===== src/rtl/poly_small_norm_check_pkg.sv =====
// ---------------------------------------------------------------------------
// poly_small_norm_check_pkg
// Shared Falcon keygen definitions: collector FSM state encoding, the joint
// squared-norm acceptance bound, datapath widths and the per-degree
// coefficient bit budget.
// ---------------------------------------------------------------------------
package poly_small_norm_check_pkg;

  // Collector FSM states
  typedef enum logic [1:0] {
    ST_IDLE    = 2'd0,
    ST_COLLECT = 2'd1,
    ST_FINISH  = 2'd2
  } state_t;

  // Accept requires ||f||^2 + ||g||^2 strictly below this value
  localparam int unsigned FALCON_NORM_BOUND = 16823;

  localparam int unsigned COEFF_W = 8;   // signed sampler coefficient
  localparam int unsigned SQ_W    = 16;  // square of an 8-bit magnitude
  localparam int unsigned ACC_W   = 32;  // joint norm accumulator

  // Coefficient bit budget: 6 bits for FALCON512, 5 bits for FALCON1024
  function automatic int unsigned max_fg_bits(input int unsigned logn);
    return (logn >= 32'd10) ? 32'd5 : 32'd6;
  endfunction

endpackage


===== src/rtl/poly_small_norm_check_sq_range.sv =====
// ---------------------------------------------------------------------------
// poly_coeff_sq_range
// Registered square-and-range stage for one signed coefficient.
//   clk, rst      : clock, asynchronous active-high reset
//   i_valid       : coefficient accepted this cycle
//   i_coeff       : signed 8-bit coefficient
//   o_valid       : registered i_valid
//   o_sq          : unsigned square of the coefficient (held when idle)
//   o_range_bad   : |coeff| exceeds 2^(MAX_BITS-1)-1
// ---------------------------------------------------------------------------
module poly_coeff_sq_range
  import poly_small_norm_check_pkg::*;
#(
  parameter int unsigned MAX_BITS = 6
) (
  input  logic               clk,
  input  logic               rst,
  input  logic               i_valid,
  input  logic [COEFF_W-1:0] i_coeff,
  output logic               o_valid,
  output logic [SQ_W-1:0]    o_sq,
  output logic               o_range_bad
);

  localparam int unsigned MAG_LIM = (32'd1 << (MAX_BITS - 32'd1)) - 32'd1;

  logic [COEFF_W-1:0] w_mag;
  logic [SQ_W-1:0]    w_sq;
  logic               w_bad;

  // Magnitude as 8-bit unsigned: -128 becomes 128 and fails the range check
  assign w_mag = i_coeff[COEFF_W-1] ? (COEFF_W'(~i_coeff) + COEFF_W'(1)) : i_coeff;
  assign w_sq  = SQ_W'(w_mag) * SQ_W'(w_mag);
  assign w_bad = (w_mag > COEFF_W'(MAG_LIM));

  always_ff @(posedge clk or posedge rst) begin
    if (rst) begin
      o_valid     <= 1'b0;
      o_sq        <= '0;
      o_range_bad <= 1'b0;
    end else begin
      o_valid <= i_valid;
      if (i_valid) begin
        o_sq        <= w_sq;
        o_range_bad <= w_bad;
      end
    end
  end

endmodule


===== src/rtl/poly_small_norm_check.sv =====
// ---------------------------------------------------------------------------
// poly_small_norm_check
// Collects 2n signed coefficients (f then g) from the small-Gaussian
// sampler, writes each to the keygen buffer RAM, range-checks each one and
// accumulates the joint squared norm, then issues one accept/reject verdict.
//   clk, rst   : clock, asynchronous active-high reset
//   start      : begin a new f/g pair (IDLE only)
//   abort      : abandon current pair, back to IDLE without a verdict
//   f_valid, f : coefficient strobe and signed value (no backpressure)
//   gen_ena    : sampler enable, high while collecting
//   buf_we, buf_addr, buf_wdata : buffer RAM write port (f at 0..n-1, g at n..2n-1)
//   busy       : collecting or draining
//   done       : one-cycle verdict pulse
//   ok, range_err, norm_sq : verdict, held until next start
// ---------------------------------------------------------------------------
module poly_small_norm_check
  import poly_small_norm_check_pkg::*;
#(
  parameter int unsigned LOGN       = 9,
  parameter int unsigned MAX_BITS   = max_fg_bits(LOGN),
  parameter int unsigned NORM_BOUND = FALCON_NORM_BOUND
) (
  input  logic               clk,
  input  logic               rst,
  input  logic               start,
  input  logic               abort,
  input  logic               f_valid,
  input  logic [COEFF_W-1:0] f,
  output logic               gen_ena,
  output logic               buf_we,
  output logic [LOGN:0]      buf_addr,
  output logic [COEFF_W-1:0] buf_wdata,
  output logic               busy,
  output logic               done,
  output logic               ok,
  output logic               range_err,
  output logic [ACC_W-1:0]   norm_sq
);

  localparam int unsigned    CNT_W    = LOGN + 32'd1;
  localparam logic [CNT_W-1:0] LAST_IDX = {CNT_W{1'b1}};

  state_t             r_state;
  logic [CNT_W-1:0]   r_cnt;
  logic               r_drain;
  logic [ACC_W-1:0]   r_acc;
  logic               r_range_acc;

  logic               w_accept;
  logic               w_clear;
  logic               w_s1_valid;
  logic [SQ_W-1:0]    w_s1_sq;
  logic               w_s1_bad;

  // A coefficient is taken only while collecting and not being abandoned
  assign w_accept = (r_state == ST_COLLECT) && f_valid && !abort;
  assign w_clear  = (r_state == ST_IDLE) && start;

  // Stage 1: square and range flag
  poly_coeff_sq_range #(
    .MAX_BITS (MAX_BITS)
  ) u_sq_range (
    .clk         (clk),
    .rst         (rst),
    .i_valid     (w_accept),
    .i_coeff     (f),
    .o_valid     (w_s1_valid),
    .o_sq        (w_s1_sq),
    .o_range_bad (w_s1_bad)
  );

  // Stage 2: joint norm accumulation and sticky range flag; start wins
  always_ff @(posedge clk or posedge rst) begin
    if (rst) begin
      r_acc       <= '0;
      r_range_acc <= 1'b0;
    end else if (w_clear) begin
      r_acc       <= '0;
      r_range_acc <= 1'b0;
    end else if (w_s1_valid) begin
      r_acc       <= r_acc + ACC_W'(w_s1_sq);
      r_range_acc <= r_range_acc | w_s1_bad;
    end
  end

  // Control FSM with buffer write port and verdict registers
  always_ff @(posedge clk or posedge rst) begin
    if (rst) begin
      r_state   <= ST_IDLE;
      r_cnt     <= '0;
      r_drain   <= 1'b0;
      gen_ena   <= 1'b0;
      buf_we    <= 1'b0;
      buf_addr  <= '0;
      buf_wdata <= '0;
      busy      <= 1'b0;
      done      <= 1'b0;
      ok        <= 1'b0;
      range_err <= 1'b0;
      norm_sq   <= '0;
    end else begin
      done   <= 1'b0;
      buf_we <= w_accept;
      if (w_accept) begin
        buf_addr  <= r_cnt;
        buf_wdata <= f;
      end

      case (r_state)
        ST_IDLE: begin
          if (start) begin
            r_state   <= ST_COLLECT;
            r_cnt     <= '0;
            gen_ena   <= 1'b1;
            busy      <= 1'b1;
            ok        <= 1'b0;
            range_err <= 1'b0;
            norm_sq   <= '0;
          end
        end

        ST_COLLECT: begin
          if (abort) begin
            r_state <= ST_IDLE;
            gen_ena <= 1'b0;
            busy    <= 1'b0;
          end else if (f_valid) begin
            r_cnt <= r_cnt + CNT_W'(1);
            if (r_cnt == LAST_IDX) begin
              r_state <= ST_FINISH;
              r_drain <= 1'b0;
              gen_ena <= 1'b0;
            end
          end
        end

        // Two drain cycles let the last coefficient pass stages 1 and 2
        ST_FINISH: begin
          if (abort) begin
            r_state <= ST_IDLE;
            busy    <= 1'b0;
          end else if (r_drain) begin
            r_state   <= ST_IDLE;
            busy      <= 1'b0;
            done      <= 1'b1;
            norm_sq   <= r_acc;
            range_err <= r_range_acc;
            ok        <= !r_range_acc && (r_acc < ACC_W'(NORM_BOUND));
          end else begin
            r_drain <= 1'b1;
          end
        end

        default: begin
          r_state <= ST_IDLE;
          gen_ena <= 1'b0;
          busy    <= 1'b0;
        end
      endcase
    end
  end

endmodule


===== config.mk =====
export PLATFORM = sky130hd
export DESIGN_NAME = poly_small_norm_check
export DESIGN_NICKNAME = d
export VERILOG_FILES = /design/src/rtl/poly_small_norm_check_pkg.sv /design/src/rtl/poly_small_norm_check_sq_range.sv /design/src/rtl/poly_small_norm_check.sv
export SDC_FILE = /design/constraint.sdc
export NUM_CORES = 1
export LEC_CHECK = 0
export BUFFER_PORTS_ARGS = -buffer_cell sky130_fd_sc_hd__buf_4
export CELL_PAD_IN_SITES_DETAIL_PLACEMENT = 1
export CELL_PAD_IN_SITES_GLOBAL_PLACEMENT = 2
export CORE_ASPECT_RATIO = 0.7
export CORE_MARGIN = 4
export CORE_UTILIZATION = 40
export DETAILED_ROUTE_END_ITERATION = 16
export GPL_TIMING_DRIVEN = 0
export PLACE_DENSITY_LB_ADDON = 0.25
export SKIP_LAST_GASP = 1
export SLEW_MARGIN = 20
export SYNTH_ARGS = -nofsm -noshare
export SYNTH_HDL_FRONTEND = slang
export SYNTH_SLANG_ARGS = --single-unit

===== constraint.sdc =====
create_clock -name clk -period 10.16 [get_ports clk]
set_input_delay 1.016 -clock clk [delete_from_list [all_inputs] [get_ports clk]]
set_output_delay 1.016 -clock clk [all_outputs]
set_load 0.02 [all_outputs]

==> summary.txt <==
Clock tree
  – Hold-fix buffers, CTS: 0
  – TritonCTS buffer count: 17
  – Setup bufs post-CTS: 0
  – CTS tree: done
  – Maximum buffer depth of the clock tree: 2
  – Clock Sinks: 117
  – Clk slew on worst S/H paths: 60 ps
  – Post_cts resized: 0
  – Worst skew pair latency: 420 ps
  – CTS H-tree lvls: 4
  – Root Buffer: clkbuf_16

Yosys
  – Area leader, netlist: dfrtp_1
  – Post-synth top area share: 0.399
  – Ys Warns: 0
  – Avg Cell Area, Syn: 8.79 um^2
  – Top_reg_cell synth: dfrtp_1
  – FFs w/ async S/R, synth: 1.00
  – Yosys cell types: 53
  – Synth Cell Area: 0.00734 mm^2
  – Number of synthesized flops with an enable pin: 0
  – Sequential fraction of the synthesis area: 0.399
  – Gate Count Post-Synth: 835
  – Synth Register Bits: 117
  – Synth area leaders: dfrtp_1, nand2_1, ha_1

Timing
  – Tmin final: 6420 ps
  – Layout Skew: 9.51 ps
  – Hold Fails Final Rpt: 0
  – Fin Setup TNS: 0 ps
  – Maximum clock frequency: 156 MHz
  – Slew Limit Headroom: 0.357
  – Hold_ws: 479 ps
  – Crit share post-route: 0.632
  – RSZ-0062 raised after global routing: no
  – Final max-slew violation count: 0
  – Worst slew pin tran: 953 ps
  – Final setup viols: 0

Routing
  – Final WL: 20.3 mm
  – WL per Instance: 17.3 um
  – Starting DRC count in detailed routing: 443
  – DR pass1 iterations: 5
  – Number of remaining DRC errors: 0
  – Remaining antenna violation count after routing: 0
  – Avg Vias per Cell: 5.29
  – Via count: 6226

Global route
  – Largest net degree at the start of global routing: 60
  – Total grt overflow: 0
  – GR peak layer: met2
  – Met2 Use GR: 0.327
  – Vias in the first global route: 6695
  – First-pass GRT wire length: 34.2 mm
  – GR Util met3: 0.0329
  – Initial antenna violation count: 0
  – Global Route met1 Usage: 0.298
  – GRT Overall Usage: 0.207

Pwr
  – Pleak: 0.00433 uW
  – Peak supply drop: 0.000129 V
  – PwrDens: 261 mW/mm^2

Worst setup path
  – CP arrival: 6700 ps
  – Req. time, crit path: 10440 ps
  – Crit-path most repeated cell: fa_1
  – Crit path max fanout: 10
  – Slowest-stage cell, CP: xor2_1
  – CP Launch Type: primary input
  – Critical path class: in2reg
  – Ordered list of cells on the worst path: buf_4 -> or3_1 -> or3_1 -> nand2_1 -> xor2_1 -> inv_1 -> nand2_1 -> fa_1 -> fa_1 -> fa_1 -> inv_1 -> fa_1 -> ha_1 -> clkbuf_1 -> a21o_1 -> a31oi_1 -> o21ai_0 -> nand2_1 -> mux2i_1 -> o211ai_1
  – Worst path max stage delay: 690 ps
  – Crit. End Element: register

Placed design
  – Area after DPL: 0.00819 mm^2
  – HPWL after detailed placement: 15.6 mm
  – GP Congestion: 0.929
  – Port bufs: 67

Die
  – IO Pins: 69
  – Die width: 170 um
  – Core Box Area: 0.0180 mm^2
  – Die ar.: 0.0206 mm^2
  – Die H: 121 um
  – Num rows: 41
  – Initial Utilization: 0.408

Worst hold path
  – Worst Hold Class: reg2reg

Status
  – Status: finished clean

Layout
  – Nets: 1014
  – Most common cell after layout, fill and taps aside: nand2_1
  – Commonest cells after routing, fill and taps aside: nand2_1, dfrtp_1, nor2_1
  – Proportion of layout cells with a drive suffix above 1: 0.120
  – Synth-to-layout area growth: 19.8%
  – Final Cell Area: 0.00880 mm^2

Run
  – Max-cap violations: 0
[per-stage QoR]
stage               std cells  utilization  power, uW  setup slack (ps)
floorplan                 839            -       1380              4030
global placement         1142        0.453       1640              3350
detailed placement       1143        0.455       1680              3350
CTS                      1175        0.488       2320              3740
global route             1175        0.488       2500              3230
finish                   1176        0.489       2300              3740
[state kept, by name, indices dropped and copies added, names as in the netlist]
name	cells
buf_wdata	8
u_sq_range.o_sq	14
r_range_acc	1
done	1
norm_sq	32
r_acc	32
ok	1
busy	1
gen_ena	1
r_state	2
r_cnt	10
buf_addr	10
u_sq_range.o_range_bad	1
range_err	1
u_sq_range.o_valid	1
r_drain	1
[path summary, 6_finish.rpt]
path                                                startpoint                               to  slack, ps  cells after the start
worst max-delay path                                      f[2]  u_sq_range.o_sq[15]$_DFFE_PP0P_       3740                     20
worst min-delay path                     range_err$_DFFE_PP0P_            range_err$_DFFE_PP0P_        480                      2
worst max register to register  u_sq_range.o_sq[2]$_DFFE_PP0P_            r_acc[23]$_DFFE_PP0P_       6870                      8
worst min register to register           range_err$_DFFE_PP0P_            range_err$_DFFE_PP0P_        480                      2
max in group asynchronous                                  rst          buf_addr[9]$_DFFE_PP0P_       8810                      3
min in group asynchronous                                  rst           norm_sq[6]$_DFFE_PP0P_        660                      2
[logic make-up (layout without fill, tap and decap cells)]
kind of cell             Yosys count  after routing  share of synthesized area
XOR/XNOR                          46             46                     0.0549
adder cells (fa/ha/maj)           75             75                      0.153
AND/OR/NAND/NOR                  333            333                      0.198
buffers and inverters             90            190                     0.0465
other                              2              7                    0.00102
multiplexers                      16             16                     0.0218
flip-flops                       117            117                      0.399
AO/OA/AOI/OAI                    156            156                      0.126
[per-layer routing]
layer,up-vias,part of all wire
met2,100,0.45
met3,21,0.043
li1,2977,-
met4,0,0.011
met5,-,0
met1,3128,0.49
[critical path, delay by kind of cell]
kind / cells / cell delay (ps)
simple gates: 5 / 1060
mux: 1 / 170
fa+ha+maj: 5 / 2320
xor+xnor: 1 / 690
buf+inv: 4 / 720
compound gates: 4 / 720
[layout make-up]
class / instances / area (um^2)
plain buffers: 32 / 124
fillers: 2116 / 9210
clock inverters: 14 / 175
flip-flops and latches: 117 / 2930
inverters: 58 / 223
clock buffers: 18 / 429
repair buffers: 68 / 531
multi-input cells: 632 / 4090
well taps: 236 / 295
diodes: 1 / 2.50
[synthesized netlist by cell type (3+ instances only)]
master	number
dfrtp_1	117
nor3_1	8
nand3_1	18
o21bai_1	3
inv_1	56
a31o_2	4
and2_1	4
a31oi_1	7
nand4_1	11
nor4_1	5
a21oi_1	39
a21o_1	11
xnor2_1	21
fa_1	25
nor2_1	77
o31ai_1	3
xor2_1	25
or3_1	7
nand2b_1	11
o21a_1	3
or2_2	3
ha_1	50
o21ai_0	65
nor2b_1	3
clkbuf_1	29
and3_1	4
mux2i_1	16
nand2_1	173
a211oi_1	5
[where the power goes]
part	switching, uW	leakage, uW	internal (uW)
logic	641	0.00245	396
clock network	233	0.000293	388
registers	85.2	0.00159	555
Note: power is estimated with default switching activity, not from simulation.
